$ cat config.mk
export PLATFORM = sky130hd
export DESIGN_NAME = phase_timer_flat
export DESIGN_NICKNAME = d
export VERILOG_FILES = /design/src/rtl/phase_timer_pkg.sv /design/src/rtl/phase_timer_if.sv /design/src/rtl/phase_dur_bank.sv /design/src/rtl/phase_timer.sv /design/src/flat_wrapper.sv
export SDC_FILE = /design/constraint.sdc
export NUM_CORES = 1
export LEC_CHECK = 0
export ABC_AREA = 1
export BUFFER_PORTS_ARGS = -buffer_cell sky130_fd_sc_hd__buf_2
export CORE_ASPECT_RATIO = 2
export CORE_UTILIZATION = 35
export DETAILED_ROUTE_END_ITERATION = 12
export GPL_TIMING_DRIVEN = 0
export REMOVE_ABC_BUFFERS = 1
export SETUP_SLACK_MARGIN = 0.1
export SYNTH_ARGS = -nofsm -noshare
export SYNTH_HDL_FRONTEND = slang
export SYNTH_HIERARCHICAL = 1
export SYNTH_SLANG_ARGS = --single-unit
$ cat constraint.sdc
create_clock -name clk -period 1.8 [get_ports clk]
set_input_delay 0.09 -clock clk [delete_from_list [all_inputs] [get_ports clk]]
set_output_delay 0.09 -clock clk [all_outputs]
set_load 0.005 [all_outputs]
$ cat src/rtl/phase_timer_pkg.sv
// Shared types and constants for the traffic-light phase timer.
// Default durations assume a 50 MHz clock.
package phase_timer_pkg;

    typedef enum logic {IDLE, RUN} phase_state_t;

    localparam int DUR_GREEN  = 249_999_999;
    localparam int DUR_YELLOW = 49_999_999;
    localparam int DUR_RED    = 249_999_999;

    localparam int PH_GREEN  = 0;
    localparam int PH_YELLOW = 1;
    localparam int PH_RED    = 2;

endpackage

$ cat src/rtl/phase_timer_if.sv
// Control/status bundle between the light-sequencing FSM (master) and the timer (slave).
interface phase_timer_if #(
    parameter int CNT_W   = 28,
    parameter int N_PHASE = 3
);
    localparam int PHASE_W = $clog2(N_PHASE);

    logic               start;
    logic [PHASE_W-1:0] start_phase;
    logic               auto;
    logic               hold;
    logic               abort;
    logic               cfg_we;
    logic [PHASE_W-1:0] cfg_phase;
    logic [CNT_W-1:0]   cfg_dur;
    logic               busy;
    logic [PHASE_W-1:0] phase;
    logic [CNT_W-1:0]   remaining;
    logic               phase_done;
    logic [N_PHASE-1:0] expired;

    modport master (
        output start, start_phase, auto, hold, abort, cfg_we, cfg_phase, cfg_dur,
        input  busy, phase, remaining, phase_done, expired
    );

    modport slave (
        input  start, start_phase, auto, hold, abort, cfg_we, cfg_phase, cfg_dur,
        output busy, phase, remaining, phase_done, expired
    );

endinterface

$ cat src/rtl/phase_dur_bank.sv
// Per-phase duration registers: one write port, one combinational read port.
// Reads see the pre-edge value, so a same-edge write never affects a load.
module phase_dur_bank
    import phase_timer_pkg::*;
#(
    parameter int               CNT_W   = 28,
    parameter int               N_PHASE = 3,
    parameter logic [CNT_W-1:0] DUR0    = CNT_W'(DUR_GREEN),
    parameter logic [CNT_W-1:0] DUR1    = CNT_W'(DUR_YELLOW),
    parameter logic [CNT_W-1:0] DUR2    = CNT_W'(DUR_RED)
) (
    input  logic                       clk,
    input  logic                       rst_n,
    input  logic                       we_i,
    input  logic [$clog2(N_PHASE)-1:0] waddr_i,
    input  logic [CNT_W-1:0]           wdata_i,
    input  logic [$clog2(N_PHASE)-1:0] raddr_i,
    output logic [CNT_W-1:0]           rdata_o
);

    localparam int               PHASE_W = $clog2(N_PHASE);
    localparam logic [PHASE_W:0] N_LIM   = (PHASE_W + 1)'(N_PHASE);

    logic [CNT_W-1:0] dur_q [N_PHASE];
    logic             waddr_ok;

    function automatic logic [CNT_W-1:0] reset_val(int idx);
        case (idx)
            PH_YELLOW: return DUR1;
            PH_RED:    return DUR2;
            default:   return DUR0;
        endcase
    endfunction

    assign waddr_ok = ({1'b0, waddr_i} < N_LIM);
    assign rdata_o  = dur_q[raddr_i];

    // NOTE: this small register bank is reset on purpose so durations return to defaults; large RAMs normally are not.
    always_ff @(posedge clk or negedge rst_n) begin
        if (!rst_n) begin
            for (int i = 0; i < N_PHASE; i++) dur_q[i] <= reset_val(i);
        end else if (we_i && waddr_ok) begin
            dur_q[waddr_i] <= wdata_i;
        end
    end

endmodule

$ cat src/rtl/phase_timer.sv
// Multi-phase countdown timer: loads a per-phase duration, counts to zero,
// pulses on expiry and optionally advances to the next phase with wrap-around.
module phase_timer
    import phase_timer_pkg::*;
#(
    parameter int               CNT_W   = 28,
    parameter int               N_PHASE = 3,
    parameter logic [CNT_W-1:0] DUR0    = CNT_W'(DUR_GREEN),
    parameter logic [CNT_W-1:0] DUR1    = CNT_W'(DUR_YELLOW),
    parameter logic [CNT_W-1:0] DUR2    = CNT_W'(DUR_RED)
) (
    input  logic          clk,
    input  logic          rst_n,
    phase_timer_if.slave  bus
);

    localparam int                 PHASE_W = $clog2(N_PHASE);
    localparam logic [PHASE_W:0]   N_LIM   = (PHASE_W + 1)'(N_PHASE);
    localparam logic [PHASE_W-1:0] LAST_PH = PHASE_W'(N_PHASE - 1);

    phase_state_t       state_q, state_d;
    logic [PHASE_W-1:0] phase_q, phase_d;
    logic [CNT_W-1:0]   rem_q, rem_d;
    logic               auto_q, auto_d;
    logic               done_q, done_d;
    logic [N_PHASE-1:0] expired_q, expired_d;

    logic               start_ok;
    logic [PHASE_W-1:0] phase_nxt;
    logic [PHASE_W-1:0] rd_addr;
    logic [CNT_W-1:0]   rd_dur;

    assign start_ok  = bus.start && ({1'b0, bus.start_phase} < N_LIM);
    assign phase_nxt = (phase_q == LAST_PH) ? '0 : phase_q + PHASE_W'(1);
    // A start load and an auto-advance load are mutually exclusive, so one read port serves both.
    assign rd_addr   = start_ok ? bus.start_phase : phase_nxt;

    phase_dur_bank #(
        .CNT_W  (CNT_W),
        .N_PHASE(N_PHASE),
        .DUR0   (DUR0),
        .DUR1   (DUR1),
        .DUR2   (DUR2)
    ) u_dur_bank (
        .clk    (clk),
        .rst_n  (rst_n),
        .we_i   (bus.cfg_we),
        .waddr_i(bus.cfg_phase),
        .wdata_i(bus.cfg_dur),
        .raddr_i(rd_addr),
        .rdata_o(rd_dur)
    );

    always_comb begin
        // NOTE: every signal gets a default first so no path through the branches can infer a latch.
        state_d   = state_q;
        phase_d   = phase_q;
        rem_d     = rem_q;
        auto_d    = auto_q;
        done_d    = 1'b0;
        expired_d = '0;

        if (bus.abort) begin
            state_d = IDLE;
            rem_d   = '0;
        end else if (start_ok) begin
            state_d = RUN;
            phase_d = bus.start_phase;
            rem_d   = rd_dur;
            auto_d  = bus.auto;
        end else if (state_q == RUN && !bus.hold) begin
            if (rem_q != '0) begin
                rem_d = rem_q - CNT_W'(1);
            end else begin
                done_d    = 1'b1;
                expired_d = N_PHASE'(1) << phase_q;
                if (auto_q) begin
                    phase_d = phase_nxt;
                    rem_d   = rd_dur;
                end else begin
                    state_d = IDLE;
                    rem_d   = '0;
                end
            end
        end
    end

    // NOTE: state registers use non-blocking assignments so every flop samples pre-edge values.
    always_ff @(posedge clk or negedge rst_n) begin
        if (!rst_n) begin
            state_q   <= IDLE;
            phase_q   <= '0;
            rem_q     <= '0;
            auto_q    <= 1'b0;
            done_q    <= 1'b0;
            expired_q <= '0;
        end else begin
            state_q   <= state_d;
            phase_q   <= phase_d;
            rem_q     <= rem_d;
            auto_q    <= auto_d;
            done_q    <= done_d;
            expired_q <= expired_d;
        end
    end

    assign bus.busy       = (state_q == RUN);
    assign bus.phase      = phase_q;
    assign bus.remaining  = rem_q;
    assign bus.phase_done = done_q;
    assign bus.expired    = expired_q;

endmodule

$ cat src/flat_wrapper.sv
// flat-port wrapper written by rule: the top's interface ports become plain ports
module phase_timer_flat import phase_timer_pkg::*;
#(
    parameter int               CNT_W   = 28,
    parameter int               N_PHASE = 3,
    parameter logic [CNT_W-1:0] DUR0    = CNT_W'(DUR_GREEN),
    parameter logic [CNT_W-1:0] DUR1    = CNT_W'(DUR_YELLOW),
    parameter logic [CNT_W-1:0] DUR2    = CNT_W'(DUR_RED)
)
  (clk, rst_n, bus_start, bus_start_phase, bus_auto, bus_hold, bus_abort, bus_cfg_we, bus_cfg_phase, bus_cfg_dur, bus_busy, bus_phase, bus_remaining, bus_phase_done, bus_expired);
  phase_timer_if #(.CNT_W(CNT_W), .N_PHASE(N_PHASE)) bus_i ();
  input  logic clk;
  input  logic rst_n;
  input wire logic [$bits(bus_i.start)-1:0] bus_start;
  input wire logic [$bits(bus_i.start_phase)-1:0] bus_start_phase;
  input wire logic [$bits(bus_i.auto)-1:0] bus_auto;
  input wire logic [$bits(bus_i.hold)-1:0] bus_hold;
  input wire logic [$bits(bus_i.abort)-1:0] bus_abort;
  input wire logic [$bits(bus_i.cfg_we)-1:0] bus_cfg_we;
  input wire logic [$bits(bus_i.cfg_phase)-1:0] bus_cfg_phase;
  input wire logic [$bits(bus_i.cfg_dur)-1:0] bus_cfg_dur;
  output wire logic [$bits(bus_i.busy)-1:0] bus_busy;
  output wire logic [$bits(bus_i.phase)-1:0] bus_phase;
  output wire logic [$bits(bus_i.remaining)-1:0] bus_remaining;
  output wire logic [$bits(bus_i.phase_done)-1:0] bus_phase_done;
  output wire logic [$bits(bus_i.expired)-1:0] bus_expired;
  assign bus_i.start = bus_start;
  assign bus_i.start_phase = bus_start_phase;
  assign bus_i.auto = bus_auto;
  assign bus_i.hold = bus_hold;
  assign bus_i.abort = bus_abort;
  assign bus_i.cfg_we = bus_cfg_we;
  assign bus_i.cfg_phase = bus_cfg_phase;
  assign bus_i.cfg_dur = bus_cfg_dur;
  assign bus_busy = bus_i.busy;
  assign bus_phase = bus_i.phase;
  assign bus_remaining = bus_i.remaining;
  assign bus_phase_done = bus_i.phase_done;
  assign bus_expired = bus_i.expired;
  phase_timer #(.CNT_W(CNT_W), .N_PHASE(N_PHASE), .DUR0(DUR0), .DUR1(DUR1), .DUR2(DUR2)) u_core (.clk(clk), .rst_n(rst_n), .bus(bus_i));
endmodule
==> flow_metrics.py, run 1 <==
metrics = {
    "floorplanning": {
        "floorplan.initialDensity_pct": 35.6,
        "die_h_um": 211,
        "core_um2": 21500,
        "floorplan.die_area_um2": 22500,
        "boundaryPins": 74,
        "die_x_um": 107,
        "rows": 76,
    },
    "worst_setup_path": {
        "ff2ff_path_depth": 13,
        "cp_num_cells": 13,
        "critPathArrivalTime_ps": 2380,
        "crit_path_class": "reg -> reg",
        "timing.critical_path.to_type": "register",
        "cp.buffers_inverters": 5,
        "cp-start-kind": "register",
        "crit_path_max_fanout": 8,
        "worstPathCellList": "inv_2 -> o31ai_4 -> clkinvlp_4 -> buf_6 -> buf_6 -> nor2_4 -> buf_8 -> nand2_4 -> nand2_4 -> nand2_2 -> a21oi_2 -> nand2_1 -> a21oi_2",
        "max_stage_delay_ps": 370,
        "cp_top_family": "buffers and inverters",
        "crit_required_ps": 2150,
        "critPathSlowestCell": "dfrtp_1",
    },
    "routing": {
        "drt-total-wl_um": 23500,
        "vias_per_cell": 4.99,
        "drt-pass1-iter-count": 5,
        "drt_first_iter_violations": 446,
        "routed_wire_length_per_instance_um": 15.8,
        "vias": 7456,
        "final_antenna_net_count": 0,
        "drc": 0,
    },
    "synthesis": {
        "mappedNetlistArea_um2": 7660,
        "synth_ff_type": "dfrtp_1",
        "netlist_top_cells_area": "dfrtp_1, nand2_1, dfstp_2",
        "synth_top_cells_by_count": "nand2_1, inv_1, nand4_1, nand3_1",
        "yosys_warnings": 6,
        "synth_enable_flop_cells": 0,
        "postSynthAreaPerCell_um2": 6.91,
        "post_synth_inst_count": 1108,
        "synth.most_common_cell": "nand2_1",
        "ys_types": 33,
        "netlist.top_cell.by_area": "dfrtp_1",
        "synth_top_cell_area_share_pct": 20.9,
        "synth-async-reset-ratio_pct": 100,
        "synth-seq-cells": 120,
        "synth_sequential_area_ratio_pct": 40.1,
    },
    "cells_and_area": {
        "multiInputGateArea_um2": 3860,
        "area_growth_pct": 24.2,
        "fin_util_pct": 44.3,
        "antenna_diode_count": 0,
        "fillerInstances": 2243,
        "final-instance-count-excl-fill": 1493,
        "sequential_cell_area_um2": 3080,
        "finalNetCount": 1248,
        "proportion_of_layout_cells_with_a_drive_suffix_above_1_pct": 25.5,
    },
    "timing": {
        "finalClockSkew_ps": 6.63,
        "finalSetupViolations": 31,
        "worst-slew-pin-transition_ps": 976,
        "rsz_0062_raised_after_global_routing": "yes",
        "max-slew-margin-rel_pct": 34.9,
        "min_period_over_period_pct": 112,
        "max_clock_freq_mhz": 494,
        "final-max-slew-violation-count": 0,
        "finalHoldViolations": 0,
        "finalWorstSetupSlack_ps": -224,
        "final.min_clock_period_ps": 2020,
        "timing.setup.tns_ps": -5300,
    },
    "grt": {
        "grt_util_met2_pct": 39.7,
        "grt_usage_pct": 21.6,
        "grt_pass1_wl_um": 37400,
        "grt_start_max_net_pins": 88,
        "grt.overflow.total": 0,
        "globalRoute.busiestLayer": "met2",
        "grt.met3_usage_pct": 3.89,
        "grt_antenna_before_repair": 0,
        "first_global_vias": 7103,
        "met1_track_utilization_from_global_routing_pct": 23.1,
    },
    "clock_tree": {
        "clock_tree.buffer_depth": 2,
        "path_clk_slew_ps": 60,
        "cts_htree_levels": 4,
        "tritoncts": "done",
        "cts_made_buffers": 17,
        "numClockSinks": 120,
        "clock_latency_ps": 420,
        "root_buffer": "clkbuf_16",
    },
    "placed_design": {
        "dp.cells": 1395,
        "place.port_buffers": 73,
        "dp_hpwl_um": 14600,
        "post-place-ws_ps": -1260,
        "globalplace.congestion": 0.914,
    },
    "power_and_ir_drop": {
        "ir_drop_mv": 0.596,
        "power.combinational.fraction_pct": 30.3,
        "report.power.total_mw": 10.1,
        "pwr-share-clk_pct": 32.8,
        "power.density_cell_area_nw_per_um2": 1060,
        "cell_internal_pwr_mw": 6.54,
        "leakage_nw": 4.84,
        "netSwitchingPower_mw": 3.52,
        "seq_power_share_pct": 37.0,
        "switching_part_of_the_total_power_pct": 35.0,
    },
    "run": {
        "max_cap_viols": 0,
    },
    "min_path": {
        "worstHoldPathType": "in -> reg",
        "worst_hold_path_depth": 5,
    },
    "outcome": {
        "failed_checks": "setup timing",
        "status": "finished with violations",
    },
}
[flip-flops by register name, summed over array words and instances (netlist names)]
signal,count
u_core/auto_q,1
u_core/bus.busy,1
u_core/bus.expired,3
u_core/bus.phase,2
u_core/bus.phase_done,1
u_core/bus.remaining,28
u_core/u_dur_bank/dur_q,84
[what timing repair did]
item | 4_1_cts | 5_1_grt
cloned | 3 | 0
setup endpoints to repair | 119 | 35
resized for setup | 49 | 70
hold buffers | 31 | 0
buffers inserted | 27 | 5
pin swaps | 39 | 35
endpoints found under the hold margin | 133 | 0
[cell type report]
cell class,instances,area share [%]
multi-input combinational,769,40.5
sequential,120,32.4
timing repair buffer,138,11.0
inverter,160,6.48
clock buffer,28,5.12
tap,273,3.59
clock inverter,4,0.736
timing repair inverter,1,0.0789
[path summary, 6_finish.rpt]
kind                                                         start                                       to  slack (ps)
setup / recovery                   u_core/bus.phase[0]$_DFFE_PN0P_     u_core/bus.remaining[24]$_DFFE_PN0P_        -220
hold / removal                                            bus_hold              u_core/bus.busy$_DFFE_PN0P_          80
setup reg to reg                   u_core/bus.phase[0]$_DFFE_PN0P_     u_core/bus.remaining[24]$_DFFE_PN0P_        -220
hold reg to reg            u_core/u_dur_bank/dur_q[51]$_DFFE_PN1P_  u_core/u_dur_bank/dur_q[51]$_DFFE_PN1P_         460
max in group asynchronous                                    rst_n  u_core/u_dur_bank/dur_q[18]$_DFFE_PN1P_         830
min in group asynchronous                                    rst_n  u_core/u_dur_bank/dur_q[14]$_DFFE_PN0P_         190
[tightest hold or removal path, delay by kind of cell]
| kind | cells | cell delay, ps |
|---|---|---|
| buffers and inverters | 2 | 200 |
| and+or+nand+nor | 2 | 90 |
| AOI/OAI and AO/OA | 1 | 90 |
[kinds of logic (layout without fill, tap and decap cells)]
kind of cell / Yosys count / after routing / share of synthesized area, %
flops: 120 / 120 / 40.1
simple gates: 675 / 677 / 39.7
fa+ha+maj: 2 / 2 / 0.327
xor+xnor: 7 / 7 / 0.800
buf+inv: 221 / 331 / 13.3
compound gates: 83 / 83 / 5.75
[through the flow]
stage               instance area (um2)  hold slack (ps)
floorplan                          7240             -206
global placement                   7950              341
detailed placement                 8030             81.6
CTS                                9280             34.5
global route                       9510             85.8
finish                             9510             81.1
[layer usage]
layer | routed length [um] | part of all wire (%)
met1 | 8800 | 37
met4 | 792 | 3.4
met2 | 13000 | 55
met5 | 0 | 0
met3 | 920 | 3.9
[power groups by stage]
stage,Clock [mW],Sequential (mW),Combinational [mW]
2_1_floorplan,0,3.61,1.67
3_3_place_gp,0,3.72,2.45
3_5_place_dp,0,3.74,2.51
4_1_cts,3.35,3.70,2.87
5_1_grt,3.44,3.77,3.43
6_report,3.29,3.72,3.04
[placed cells by master (no fill, tap or decap), drive strengths merged]
| master | count |
|---|---|
| nand4 | 92 |
| nand2 | 422 |
| o31ai | 3 |
| inv | 159 |
| xor2 | 6 |
| nor4 | 1 |
| clkinv | 2 |
| a22oi | 7 |
| nand3 | 75 |
| dfstp | 56 |
| dfrtp | 64 |
| clkbuf | 28 |
| buf | 107 |
| nor2 | 82 |
| xnor2 | 1 |
| nor3 | 1 |
| or2 | 1 |
| o21ai | 40 |
| nand3b | 3 |
| ha | 2 |
| bufinv | 2 |
| clkinvlp | 2 |
| a21oi | 33 |
| dlygate4sd3 | 31 |
No activity file was read; power rests on OpenSTA's default activity.
==> inputs of run 2 (changes only) <==
BUFFER_PORTS_ARGS = -buffer_cell sky130_fd_sc_hd__buf_4   (was -buffer_cell sky130_fd_sc_hd__buf_2)
TNS_END_PERCENT = 30   (was default)
==> run 2 against run 1 <==
Effect of this change:
- the flow still finishes with violations (setup timing)
- via count down 1.5%
- flip-flop and latch count unchanged
- utilization up 0.68 points
- global-route usage up 0.38 points
- clock skew up 1.5 ps
- non-clock buffer count down 5
- largest power group unchanged
==> flow_metrics.py, run 2 (same netlist as run 1, synthesis figures left out) <==
metrics = {
    "cells_and_area": {
        "largest_register_ff_count": 84,
        "top_register": "u_core/u_dur_bank/dur_q",
        "antenna_diode_count": 0,
        "layout.cells.most_common": "nand2_1",
        "fin_util_pct": 44.9,
        "final_area_um2": 9660,
        "multiInputGateArea_um2": 3830,
        "fillerInstances": 2278,
        "sequential_cell_area_um2": 3080,
        "area_growth_pct": 26.1,
        "finalNetCount": 1243,
        "proportion_of_layout_cells_with_a_drive_suffix_above_1_pct": 24.6,
        "layout_common_cells": "nand2_1, inv_1, nand4_1",
    },
    "worst_setup_path": {
        "critPathArrivalTime_ps": 2330,
        "cp-start-kind": "register",
        "crit_path_class": "reg -> reg",
        "timing.critical_path.to_type": "register",
        "crit_required_ps": 2160,
        "crit_path_max_fanout": 9,
    },
    "floorplanning": {
        "floorplan.initialDensity_pct": 35.6,
        "die_x_um": 107,
        "boundaryPins": 74,
        "rows": 76,
        "core_um2": 21500,
        "floorplan.die_area_um2": 22500,
        "die_h_um": 211,
    },
    "timing": {
        "worst-slew-pin-transition_ps": 998,
        "holdWs_ps": 22.5,
        "finalSetupViolations": 32,
        "finalHoldViolations": 0,
        "timing.setup.tns_ps": -3600,
        "rsz_0062_raised_after_global_routing": "yes",
        "finalWorstSetupSlack_ps": -170,
        "max-slew-margin-rel_pct": 33.5,
        "final.min_clock_period_ps": 1970,
        "max_clock_freq_mhz": 508,
        "final-max-slew-violation-count": 0,
        "finalClockSkew_ps": 8.11,
        "min_period_over_period_pct": 109,
    },
    "clock_tree": {
        "numClockSinks": 120,
        "cts_made_buffers": 17,
        "clock_latency_ps": 430,
        "clock_tree.buffer_depth": 2,
        "tritoncts": "done",
        "path_clk_slew_ps": 60,
        "root_buffer": "clkbuf_16",
        "cts_htree_levels": 4,
    },
    "routing": {
        "vias_per_cell": 4.94,
        "drc": 0,
        "routed_wire_length_per_instance_um": 15.6,
        "drt_first_iter_violations": 461,
        "vias": 7345,
        "final_antenna_net_count": 0,
        "drt-total-wl_um": 23300,
        "drt-pass1-iter-count": 7,
    },
    "outcome": {
        "failed_checks": "setup timing",
        "status": "finished with violations",
    },
    "grt": {
        "grt_usage_pct": 22.0,
        "grt_pass1_wl_um": 38200,
        "grt_start_max_net_pins": 95,
        "grt.overflow.total": 0,
        "first_global_vias": 7333,
        "grt_antenna_before_repair": 0,
    },
    "power_and_ir_drop": {
        "power.density_cell_area_nw_per_um2": 1050,
        "ir_drop_mv": 0.503,
        "leakage_nw": 4.90,
    },
    "placed_design": {
        "place.port_buffers": 73,
        "dpl_cell_area_um2": 8220,
        "dp_hpwl_um": 14400,
        "globalplace.congestion": 0.909,
    },
    "run": {
        "max_cap_viols": 0,
    },
    "min_path": {
        "worstHoldPathType": "in -> reg",
    },
}
run 2: stage by stage:
stage / total power [mW] / setup slack (ps) / std cells
2_1_floorplan: 5.27 / -1930 / 1047
3_3_place_gp: 6.26 / -4740 / 1393
3_5_place_dp: 6.33 / -1250 / 1396
4_1_cts: 10.2 / -153 / 1486
5_1_grt: 10.8 / -314 / 1488
6_report: 10.2 / -170 / 1488
run 2: layout make-up:
cell class / instances / area share (%)
clock inverters: 7 / 0.687
inverters: 160 / 6.39
repair buffers: 133 / 12.6
multi-input cells: 769 / 39.6
clock buffers: 25 / 5.26
repair inverters: 1 / 0.0777
well taps: 273 / 3.54
flip-flops and latches: 120 / 31.8
run 2: final timing paths:
check                                                             start  slack (ps)  cells after the start                                      end
worst max-delay path                    u_core/bus.phase[0]$_DFFE_PN0P_        -170                     12     u_core/bus.remaining[24]$_DFFE_PN0P_
worst min-delay path                                          bus_abort          20                      4          u_core/bus.phase_done$_DFF_PN0_
worst max register to register          u_core/bus.phase[0]$_DFFE_PN0P_        -170                     12     u_core/bus.remaining[24]$_DFFE_PN0P_
worst min register to register  u_core/u_dur_bank/dur_q[69]$_DFFE_PN1P_         460                      2  u_core/u_dur_bank/dur_q[69]$_DFFE_PN1P_
max in group asynchronous                                         rst_n         890                      3          u_core/bus.phase[1]$_DFFE_PN0P_
min in group asynchronous                                         rst_n         100                      2                u_core/auto_q$_DFFE_PN0P_
run 2: what timing repair did:
| item | 4_1_cts | 5_1_grt |
|---|---|---|
| gates cloned | 3 | 0 |
| endpoints found under the hold margin | 170 | 0 |
| pin swaps | 63 | 16 |
| setup buffers | 23 | 2 |
| setup endpoints to repair | 119 | 35 |
| gates resized for setup | 88 | 25 |
| hold buffers | 32 | 0 |
run 2: metal layers:
metal  global-route usage [%]  part of all wire [%]  vias up
li1                         -                     -     3692
met1                     23.7                    39     3438
met2                     41.1                    55      165
met3                     3.49                   3.4       50
met4                     10.1                   3.2        0
met5                        0                     0        -
run 2: critical path, stage by stage (launching register included):
cell and delay, ps:
dfrtp_1 380, inv_2 60, o31ai_4 290, clkinvlp_4 150
buf_6 150, nor2_4 120, buf_12 150, nand2_1 60
nand2_2 100, nand2_1 60, a21oi_1 180, nand2_1 70
a21oi_1 120
run 2: power breakdown:
| group | internal (mW) | switching [mW] | leakage, nW |
|---|---|---|---|
| clock network | 2.09 | 1.23 | 0.281 |
| registers | 3.27 | 0.447 | 1.39 |
| logic | 1.24 | 1.88 | 3.23 |
==> inputs of run 3 (changes only) <==
SETUP_SLACK_MARGIN = 0.02   (was 0.1)
==> run 3 against run 2 <==
Effect of this change:
- worst setup slack worse by 32 ps
- utilization up 0.53 points
- final cell count up 0.13%
- first-iteration DRC count up 8.2%
- largest cell class unchanged
- wire length up 0.95%
- the flow still finishes with violations (setup timing)
- die area unchanged
- flip-flop and latch count unchanged
- highest routed layer unchanged
- non-clock buffer count up 2
==> flow_metrics.py, run 3 (same netlist as run 1, synthesis figures left out) <==
metrics = {
    "placed_design": {
        "dpl_cell_area_um2": 8220,
        "dp_hpwl_um": 14400,
        "globalplace.congestion": 0.909,
        "place.port_buffers": 73,
    },
    "worst_setup_path": {
        "cp_top_family": "compound AO/OA/AOI/OAI gates",
        "cp.buffers_inverters": 3,
        "timing.critical_path.to_type": "register",
        "crit_path_class": "reg -> reg",
        "worst_path_most_repeated_cell": "nand2_1",
        "max_stage_delay_ps": 420,
        "critPathArrivalTime_ps": 2370,
        "crit_required_ps": 2160,
        "crit_path_max_fanout": 9,
        "critPathSlowestCell": "dfrtp_2",
        "worstPathCellList": "o31ai_4 -> clkinvlp_4 -> buf_6 -> nor2_4 -> buf_12 -> nand2_1 -> nand2_2 -> nand2_1 -> a21oi_1 -> nand2_1 -> a21oi_2",
        "cp-start-kind": "register",
    },
    "power_and_ir_drop": {
        "seq_power_share_pct": 36.3,
        "ir_drop_mv": 0.501,
        "switching_part_of_the_total_power_pct": 35.3,
        "netSwitchingPower_mw": 3.62,
        "cell_internal_pwr_mw": 6.64,
        "power.density_cell_area_nw_per_um2": 1050,
        "power.combinational.fraction_pct": 31.4,
        "leakage_nw": 4.95,
        "pwr-share-clk_pct": 32.4,
    },
    "grt": {
        "grt.met3_usage_pct": 3.52,
        "grt_usage_pct": 22.1,
        "grt_pass1_wl_um": 38300,
        "grt_antenna_before_repair": 0,
        "first_global_vias": 7351,
        "grt_util_met2_pct": 41.1,
        "grt.overflow.total": 0,
        "grt_start_max_net_pins": 95,
        "met1_track_utilization_from_global_routing_pct": 23.8,
        "globalRoute.busiestLayer": "met2",
    },
    "timing": {
        "rsz_0062_raised_after_global_routing": "yes",
        "final-max-slew-violation-count": 0,
        "finalHoldViolations": 0,
        "max_clock_freq_mhz": 500,
        "worst-slew-pin-transition_ps": 1110,
        "finalClockSkew_ps": 8.64,
        "max-slew-margin-rel_pct": 25.9,
        "finalSetupViolations": 37,
        "min_period_over_period_pct": 111,
        "finalWorstSetupSlack_ps": -202,
        "final.min_clock_period_ps": 2000,
    },
    "routing": {
        "routed_wire_length_per_instance_um": 15.8,
        "vias": 7377,
        "drt_first_iter_violations": 499,
        "drc": 0,
        "drt-pass1-iter-count": 7,
        "final_antenna_net_count": 0,
        "vias_per_cell": 4.95,
        "drt-total-wl_um": 23500,
    },
    "min_path": {
        "worstHoldPathType": "in -> reg",
    },
    "floorplanning": {
        "die_h_um": 211,
        "die_x_um": 107,
        "floorplan.initialDensity_pct": 35.6,
        "floorplan.die_area_um2": 22500,
        "boundaryPins": 74,
        "rows": 76,
        "core_um2": 21500,
    },
    "outcome": {
        "status": "finished with violations",
        "failed_checks": "setup timing",
    },
    "clock_tree": {
        "clock_latency_ps": 430,
        "cts_made_buffers": 17,
        "numClockSinks": 120,
        "root_buffer": "clkbuf_16",
        "clock_tree.buffer_depth": 2,
        "tritoncts": "done",
        "cts_htree_levels": 4,
        "path_clk_slew_ps": 60,
    },
    "cells_and_area": {
        "layout.cells.most_common": "nand2_1",
        "final_area_um2": 9770,
        "fin_util_pct": 45.5,
        "antenna_diode_count": 0,
        "proportion_of_layout_cells_with_a_drive_suffix_above_1_pct": 26.5,
        "largest_register_ff_count": 84,
        "finalNetCount": 1245,
        "area_growth_pct": 27.6,
        "layout_common_cells": "nand2_1, inv_1, nand4_1",
        "top_register": "u_core/u_dur_bank/dur_q",
    },
    "run": {
        "max_cap_viols": 0,
    },
}
## run 3: final cells by class
cell class	count	area (um2)
Tap cell	273	342
Sequential cell	120	3070
Clock buffer	25	508
Fill cell	2266	11700
Timing Repair inverter	1	7.51
Timing Repair Buffer	135	1240
Clock inverter	7	66.3
Multi-Input combinational cell	769	3920
Inverter	160	612
## run 3: layer usage
layer | wire length, um | vias to the layer above
li1 | - | 3690
met1 | 8920 | 3463
met2 | 12900 | 171
met3 | 813 | 53
met4 | 850 | 0
met5 | 0 | -
## run 3: worst min-delay path, stage by stage
cell and delay [ps]:
buf_4 110, nor2_1 60, nand2_1 100, nor2_2 50
## run 3: worst paths after layout
check	cells after the start	to	slack [ps]	startpoint
max in group asynchronous	3	u_core/bus.phase[1]$_DFFE_PN0P_	890	rst_n
min	4	u_core/bus.phase_done$_DFF_PN0_	20	bus_abort
max reg2reg	11	u_core/bus.remaining[26]$_DFFE_PN0P_	-200	u_core/bus.phase[1]$_DFFE_PN0P_
max	11	u_core/bus.remaining[26]$_DFFE_PN0P_	-200	u_core/bus.phase[1]$_DFFE_PN0P_
min reg2reg	2	u_core/u_dur_bank/dur_q[69]$_DFFE_PN1P_	460	u_core/u_dur_bank/dur_q[69]$_DFFE_PN1P_
min in group asynchronous	2	u_core/auto_q$_DFFE_PN0P_	100	rst_n
## run 3: repair_timing
action                                  4_1_cts  5_1_grt
hold buffers                                 32        0
endpoints found under the setup margin       70       91
gates resized for setup                      75       70
setup buffers                                25        2
pin swaps                                    45       25
endpoints found under the hold margin       170        0
gates cloned                                  3        0
## run 3: power groups by stage
stage / combinational, mW / clock [mW] / sequential, mW
after floorplan: 1.67 / 0 / 3.61
after global placement: 2.54 / 0 / 3.73
after detailed placement: 2.59 / 0 / 3.74
after CTS: 3.05 / 3.39 / 3.71
after global routing: 3.63 / 3.50 / 3.78
final: 3.22 / 3.32 / 3.72
## run 3: metrics by stage
| stage | hold slack, ps | power, mW | instances | TNS [ps] | setup WS, ps |
|---|---|---|---|---|---|
| final | 22.6 | 10.3 | 1490 | -4650 | -202 |
| after global routing | 24.0 | 10.9 | 1490 | -11510 | -328 |
| after CTS | 10.6 | 10.2 | 1488 | -3930 | -175 |
| after detailed placement | -20.7 | 6.33 | 1396 | -77190 | -1250 |
| after global placement | 346 | 6.26 | 1393 | -177450 | -4740 |
| after floorplan | -206 | 5.27 | 1047 | -54080 | -1930 |
